--- config.mk ---
export PLATFORM = sky130hd
export DESIGN_NAME = perf_csr_port
export DESIGN_NICKNAME = d
export VERILOG_FILES = /design/src/rtl/core_config_pkg.sv /design/src/rtl/perf_csr_decode.sv /design/src/rtl/perf_csr_port.sv
export SDC_FILE = /design/constraint.sdc
export NUM_CORES = 1
export LEC_CHECK = 0
export ABC_AREA = 1
export CORE_AREA = 2 2 150 152
export CTS_CLUSTER_DIAMETER = 30
export DETAILED_ROUTE_END_ITERATION = 7
export DIE_AREA = 0 0 152 154
export PLACE_DENSITY_LB_ADDON = 0.25
export SLEW_MARGIN = 10
export SYNTH_ARGS = -nofsm -noshare
export SYNTH_HDL_FRONTEND = slang
export SYNTH_SLANG_ARGS = --single-unit
--- constraint.sdc ---
create_clock -name clk -period 2.1 [get_ports clk]
set_clock_uncertainty 0.1 [all_clocks]
set_input_delay 0.63 -clock clk [delete_from_list [all_inputs] [get_ports clk]]
set_output_delay 0.63 -clock clk [all_outputs]
set_load 0.05 [all_outputs]
--- src/rtl/core_config_pkg.sv ---
// core_config_pkg: shared core constants, CSR base addresses and perf CSR FSM states
package core_config_pkg;
  localparam int XLEN = 32;
  localparam logic [11:0] CSR_MCYCLE  = 12'hB00;
  localparam logic [11:0] CSR_MCYCLEH = 12'hB80;
  localparam logic [11:0] CSR_CYCLE   = 12'hC00;
  localparam logic [11:0] CSR_CYCLEH  = 12'hC80;
  typedef enum logic [1:0] {
    ST_IDLE,
    ST_EXEC,
    ST_RESP
  } perf_csr_state_t;
endpackage

--- src/rtl/perf_csr_decode.sv ---
// perf_csr_decode: classifies a CSR access to the counter bank as legal or illegal
module perf_csr_decode
  import core_config_pkg::*;
#(
  parameter int N_CNT = 4
) (
  input  logic [11:0]      addr,
  input  logic             mmode,
  input  logic             write,
  input  logic [N_CNT-1:0] user_en,
  output logic [4:0]       idx,
  output logic             hi,
  output logic             legal,
  output logic             err
);
  logic m_space;
  logic u_space;
  logic idx_ok;
  logic ue;
  logic [31:0] ue_ext;
  // each window spans 32 addresses, so addr[11:5] identifies the window
  always_comb begin
    idx     = addr[4:0];
    hi      = addr[7];
    m_space = (addr[11:5] == CSR_MCYCLE[11:5]) || (addr[11:5] == CSR_MCYCLEH[11:5]);
    u_space = (addr[11:5] == CSR_CYCLE[11:5]) || (addr[11:5] == CSR_CYCLEH[11:5]);
    idx_ok  = 32'(idx) < N_CNT;
    ue_ext  = 32'(user_en);
    ue      = ue_ext[idx];
    err     = !(m_space || u_space) || !idx_ok || (u_space && write) ||
              (m_space && !mmode) || (u_space && !mmode && !ue);
    legal   = !err;
  end
endmodule

--- src/rtl/perf_csr_port.sv ---
// perf_csr_port: CSR access port for the 64-bit performance counter bank
module perf_csr_port
  import core_config_pkg::*;
#(
  parameter int N_CNT = 4
) (
  input  logic                       clk,
  input  logic                       rst_n,
  input  logic                       clk_en,
  input  logic                       req_valid,
  output logic                       req_ready,
  input  logic [11:0]                req_addr,
  input  logic                       req_write,
  input  logic [XLEN-1:0]            req_wdata,
  input  logic                       req_mmode,
  input  logic [N_CNT-1:0]           user_en,
  output logic                       rsp_valid,
  input  logic                       rsp_ready,
  output logic [XLEN-1:0]            rsp_rdata,
  output logic                       rsp_err,
  input  logic [N_CNT-1:0][XLEN-1:0] cnt_lo,
  input  logic [N_CNT-1:0][XLEN-1:0] cnt_hi,
  output logic [N_CNT-1:0]           ld_en,
  output logic                       ld_hi,
  output logic [XLEN-1:0]            ld_data
);
  localparam int IW = N_CNT > 1 ? $clog2(N_CNT) : 1;
  perf_csr_state_t state, state_d;
  logic [11:0]      a_addr;
  logic             a_write;
  logic [XLEN-1:0]  a_wdata;
  logic             a_mmode;
  logic [4:0]       idx;
  logic [IW-1:0]    ic;
  logic             hi;
  logic             legal;
  logic             err;
  logic [XLEN-1:0]  rd_data;
  logic [N_CNT-1:0] one_hot;
  logic [XLEN-1:0]  snap_data;
  logic [4:0]       snap_idx;
  logic             snap_vld;
  logic             snap_hit;

  perf_csr_decode #(.N_CNT(N_CNT)) u_decode (
    .addr    (a_addr),
    .mmode   (a_mmode),
    .write   (a_write),
    .user_en (user_en),
    .idx     (idx),
    .hi      (hi),
    .legal   (legal),
    .err     (err)
  );

  assign ic       = idx[IW-1:0];
  assign one_hot  = N_CNT'(1) << idx;
  assign snap_hit = snap_vld && (snap_idx == idx);
  assign rd_data  = (!legal || a_write) ? '0 : !hi ? cnt_lo[ic] : snap_hit ? snap_data : cnt_hi[ic];

  // state register
  always_ff @(posedge clk or negedge rst_n) begin
    if (!rst_n) state <= ST_IDLE;
    else state <= state_d;
  end

  // next state and handshake outputs; one request in flight at a time
  always_comb begin
    state_d   = state;
    req_ready = state == ST_IDLE;
    rsp_valid = state == ST_RESP;
    if (clk_en)
      state_d = (state == ST_IDLE && req_valid) ? ST_EXEC :
                (state == ST_EXEC) ? ST_RESP :
                (state == ST_RESP && rsp_ready) ? ST_IDLE : state;
  end

  // request latch, response register and load strobe
  always_ff @(posedge clk or negedge rst_n) begin
    if (!rst_n) begin
      a_addr    <= '0;
      a_write   <= 1'b0;
      a_wdata   <= '0;
      a_mmode   <= 1'b0;
      rsp_rdata <= '0;
      rsp_err   <= 1'b0;
      ld_en     <= '0;
      ld_hi     <= 1'b0;
      ld_data   <= '0;
    end else if (clk_en) begin
      if (state == ST_IDLE && req_valid) begin
        a_addr  <= req_addr;
        a_write <= req_write;
        a_wdata <= req_wdata;
        a_mmode <= req_mmode;
      end
      ld_en <= (state == ST_EXEC && legal && a_write) ? one_hot : '0;
      if (state == ST_EXEC) begin
        rsp_rdata <= rd_data;
        rsp_err   <= err;
        if (legal && a_write) begin
          ld_hi   <= hi;
          ld_data <= a_wdata;
        end
      end
    end
  end

  // low-half reads capture the high half; a matching high read or write consumes it
  always_ff @(posedge clk or negedge rst_n) begin
    if (!rst_n) begin
      snap_data <= '0;
      snap_idx  <= '0;
      snap_vld  <= 1'b0;
    end else if (clk_en && state == ST_EXEC && legal) begin
      if (!a_write && !hi) begin
        snap_data <= cnt_hi[ic];
        snap_idx  <= idx;
        snap_vld  <= 1'b1;
      end else if (snap_idx == idx) begin
        snap_vld <= 1'b0;
      end
    end
  end
endmodule

==> reports/summary.txt <==
status - completed
Initial DRT Pass Iterations - 5
# setup viols final - 0
number of global-route vias before repair - 9418
Synth top area share - 44.63%
Total Neg Setup Slack - 0 ns
Ys Warns - 0
slew at the pin closest to its max-slew limit - 0.5355 ns
synth unique cells - 30
maximum clock frequency - 0.5035 GHz
FP Rows - 54
commonest non-fill, non-tap cell in the layout - sky130_fd_sc_hd__clkdlybuf4s50_1
arrival time of the worst setup path - 1.26 ns
wire length of the first global-routing pass - 51120 um
Clk Latency, worst-skew pair - 0.44 ns
number of antenna-violating nets in the routed design - 0
worst setup path category - reg -> out
CP Data Required Time - 1.37 ns
Clk network pwr share - 23.3%
category of the worst setup path capture point - output pin
NumNets Final - 1801
floorplan die height - 154 um
routed wire length per instance - 18.14 um
delay contributed by the slowest stage of the critical path - 0.42 ns
storage element area - 3909 um^2
Netlist Area Pre-Place - 8747 um^2
worst rel slew slack - 64.26%
Starting Density - 40.33%
Initial DRC Count - 685
share of cells above drive strength 1 - 16.23%
leak pwr - 6.342 nW
number of max-capacitance violations reported - 0
Syn Area/Cell - 7.761 um^2
input/output buffers - 382
maximum number of buffers from clock root to sink - 2
Layout Utilization - 63.04%
antenna violations before repair - 3
critical path, cell by cell - inv_1, nor2_2, buf_12
post-synth net total - 1438
core region area - 21690 um^2
worst vdd rail ir drop - 0.8013 mV
Clk Tree Root Cell - sky130_fd_sc_hd__clkbuf_16
clock-pin slew on the worst setup and hold paths - 0.08 ns
biggest area consumer among synthesized cells - sky130_fd_sc_hd__dfrtp_1
horizontal extent of the die - 152 um
number of buffers created by CTS - 17
leading cell types by total area after synthesis - sky130_fd_sc_hd__dfrtp_1 45%, sky130_fd_sc_hd__nand2_1 12%, sky130_fd_sc_hd__nor2_1 6.3%
number of slew-limit violations in the final report - 0
final critical-path share of the clock period - 94.57%
Fillers - 1928
power density relative to cell area - 985.7 nW/um^2
number of top-level design ports - 383
Final Routed Wirelength - 32360 um
number of standard cells after synthesis - 1127
Worst setup SP type - register
count of final hold-check violations - 0
RSZ-0062 raised after global routing - no
sequential share of power - 28.5%
area of the multi-input gates - 4348 um^2
Clock Sinks - 156
switching share of total power - 42.06%
final weighted congestion in routability-driven placement - 0.8385
CTS tree - yes
drt via density - 5.299
clock period minus worst slack - 1.986 ns
full die area - 23410 um^2
Detailed Place HPWL - 24090 um
Int Pwr - 0.007809 W
net switching component of the power - 0.005669 W
DRC violation count after routing - 0
most frequent cells in the layout - 309 x sky130_fd_sc_hd__clkdlybuf4s50_1, 273 x sky130_fd_sc_hd__nand2_1, 154 x sky130_fd_sc_hd__dfrtp_1
vias after detailed routing - 9454
Synth Register Bits - 156
maximum fanout along the worst path - 5
relative area change from synthesis to final layout - 56.32%
combinational cell fraction of total power - 48.2%
post-CTS setup buffer count - 0
total congestion overflow after global routing - 0
sequential-to-total area share from yosys stat - 44.63%
total global-route track usage - 27.37%
class of the tightest hold or removal check - reg -> reg
pin count of the biggest net entering global routing - 66
H-tree lvl count - 4
Max stage delay cell, worst path - sky130_fd_sc_hd__dfrtp_1
## critical path, delay by kind of cell, from the launching register on
| family | cells | cell delay (ns) |
|---|---|---|
| DFF | 1 | 0.42 |
| and+or+nand+nor | 1 | 0.17 |
| buffers and inverters | 2 | 0.24 |
## metrics by stage
step | std cells | setup slack, ns | power (W) | area (um^2) | hold slack (ns)
detailed placement | 1750 | -0.3128 | 0.01034 | 13030 | 0.3564
floorplan | 1127 | 0.1616 | 0.007711 | 8750 | 0.2344
CTS | 1783 | 0.01257 | 0.01352 | 13660 | 0.3750
global placement | 1750 | -0.2410 | 0.01024 | 13030 | 0.3525
finish | 1784 | 0.1141 | 0.01348 | 13670 | 0.3738
global route | 1783 | 0.004662 | 0.01437 | 13670 | 0.3969
## timing repair
item                       in CTS  in global routing
gates resized for setup         0                  5
hold buffers                    1                  0
hold endpoints to repair       10                  0
setup endpoints to repair       0                 27
## synthesized netlist by cell type
master / number
sky130_fd_sc_hd__nand3_4: 2
sky130_fd_sc_hd__inv_4: 1
sky130_fd_sc_hd__inv_2: 3
sky130_fd_sc_hd__mux2_2: 36
sky130_fd_sc_hd__inv_1: 21
sky130_fd_sc_hd__nor2_1: 146
sky130_fd_sc_hd__o21ai_0: 107
sky130_fd_sc_hd__nand3_1: 105
sky130_fd_sc_hd__nor2_4: 2
sky130_fd_sc_hd__buf_1: 3
sky130_fd_sc_hd__o211ai_1: 27
sky130_fd_sc_hd__buf_6: 4
sky130_fd_sc_hd__o311ai_1: 5
sky130_fd_sc_hd__o221ai_1: 1
sky130_fd_sc_hd__or2_2: 27
sky130_fd_sc_hd__nand2_1: 274
sky130_fd_sc_hd__o31ai_1: 4
sky130_fd_sc_hd__dfrtp_1: 156
sky130_fd_sc_hd__buf_4: 1
sky130_fd_sc_hd__clkbuf_1: 55
sky130_fd_sc_hd__nand2b_1: 1
sky130_fd_sc_hd__a21oi_1: 14
sky130_fd_sc_hd__nand4_1: 36
sky130_fd_sc_hd__o22ai_1: 32
sky130_fd_sc_hd__buf_2: 32
sky130_fd_sc_hd__and2_1: 1
sky130_fd_sc_hd__nor3_1: 2
sky130_fd_sc_hd__xnor2_1: 3
sky130_fd_sc_hd__nor2_2: 4
sky130_fd_sc_hd__o311ai_0: 22
## area by class of cell
class                           count  share of cell area [%]
Multi-Input combinational cell    851                   31.80
Antenna cell                        1                 0.01830
Timing Repair Buffer              439                   31.75
Inverter                           25                  0.7046
Sequential cell                   156                   28.59
Clock inverter                     15                   1.464
Tap cell                          280                   2.562
Clock buffer                       17                   3.111
## registers in the layout, indices dropped and copies added, names as in the netlist
| register | cells |
|---|---|
| rsp_err | 1 |
| ld_data | 32 |
| snap_idx | 5 |
| snap_data | 32 |
| ld_en | 4 |
| a_write | 1 |
| rsp_rdata | 32 |
| a_mmode | 1 |
| state | 2 |
| a_addr | 12 |
| snap_vld | 1 |
| ld_hi | 1 |
| a_wdata | 32 |
## power by group through the flow
stage,combinational (W),sequential [W],clock [W]
floorplan,0.00390,0.00381,0
CTS,0.00649,0.00384,0.00320
finish,0.00650,0.00384,0.00314
global route,0.00712,0.00391,0.00334
detailed placement,0.00645,0.00389,0
global placement,0.00637,0.00387,0
## final timing paths
kind / startpoint / endpoint / slack (ns) / cells after the start
worst min register to register: a_wdata[29] / ld_data[29] / 0.37 / 2
worst max-delay path: state[1] / rsp_valid / 0.11 / 3
max in group asynchronous: rst_n / rsp_rdata[5] / 0.89 / 3
min in group asynchronous: rst_n / rsp_rdata[28] / 0.47 / 2
worst min-delay path: a_wdata[29] / ld_data[29] / 0.37 / 2
worst max register to register: a_addr[0] / rsp_rdata[29] / 0.12 / 8
## kinds of logic (layout without fill, tap and decap cells)
logic type      count (synthesis)  count (layout)  share of synthesized area, %
simple gates                  600             600                         29.74
compound gates                212             212                         14.68
flops                         156             156                         44.63
buf+inv                       120             496                         6.022
mux                            36              36                         4.635
xor+xnor                        3               3                        0.3004
other cells                     0               1                             0
## layer usage
layer  vias up  global-route usage (%)  routed length, um
li1       4577                       -                  -
met1      4448                   34.83              13420
met2       379                   45.92              15980
met3        46                   7.384               2264
met4         4                   7.877                673
met5         -                       0                 23
No activity file was read; power rests on OpenSTA's default activity.
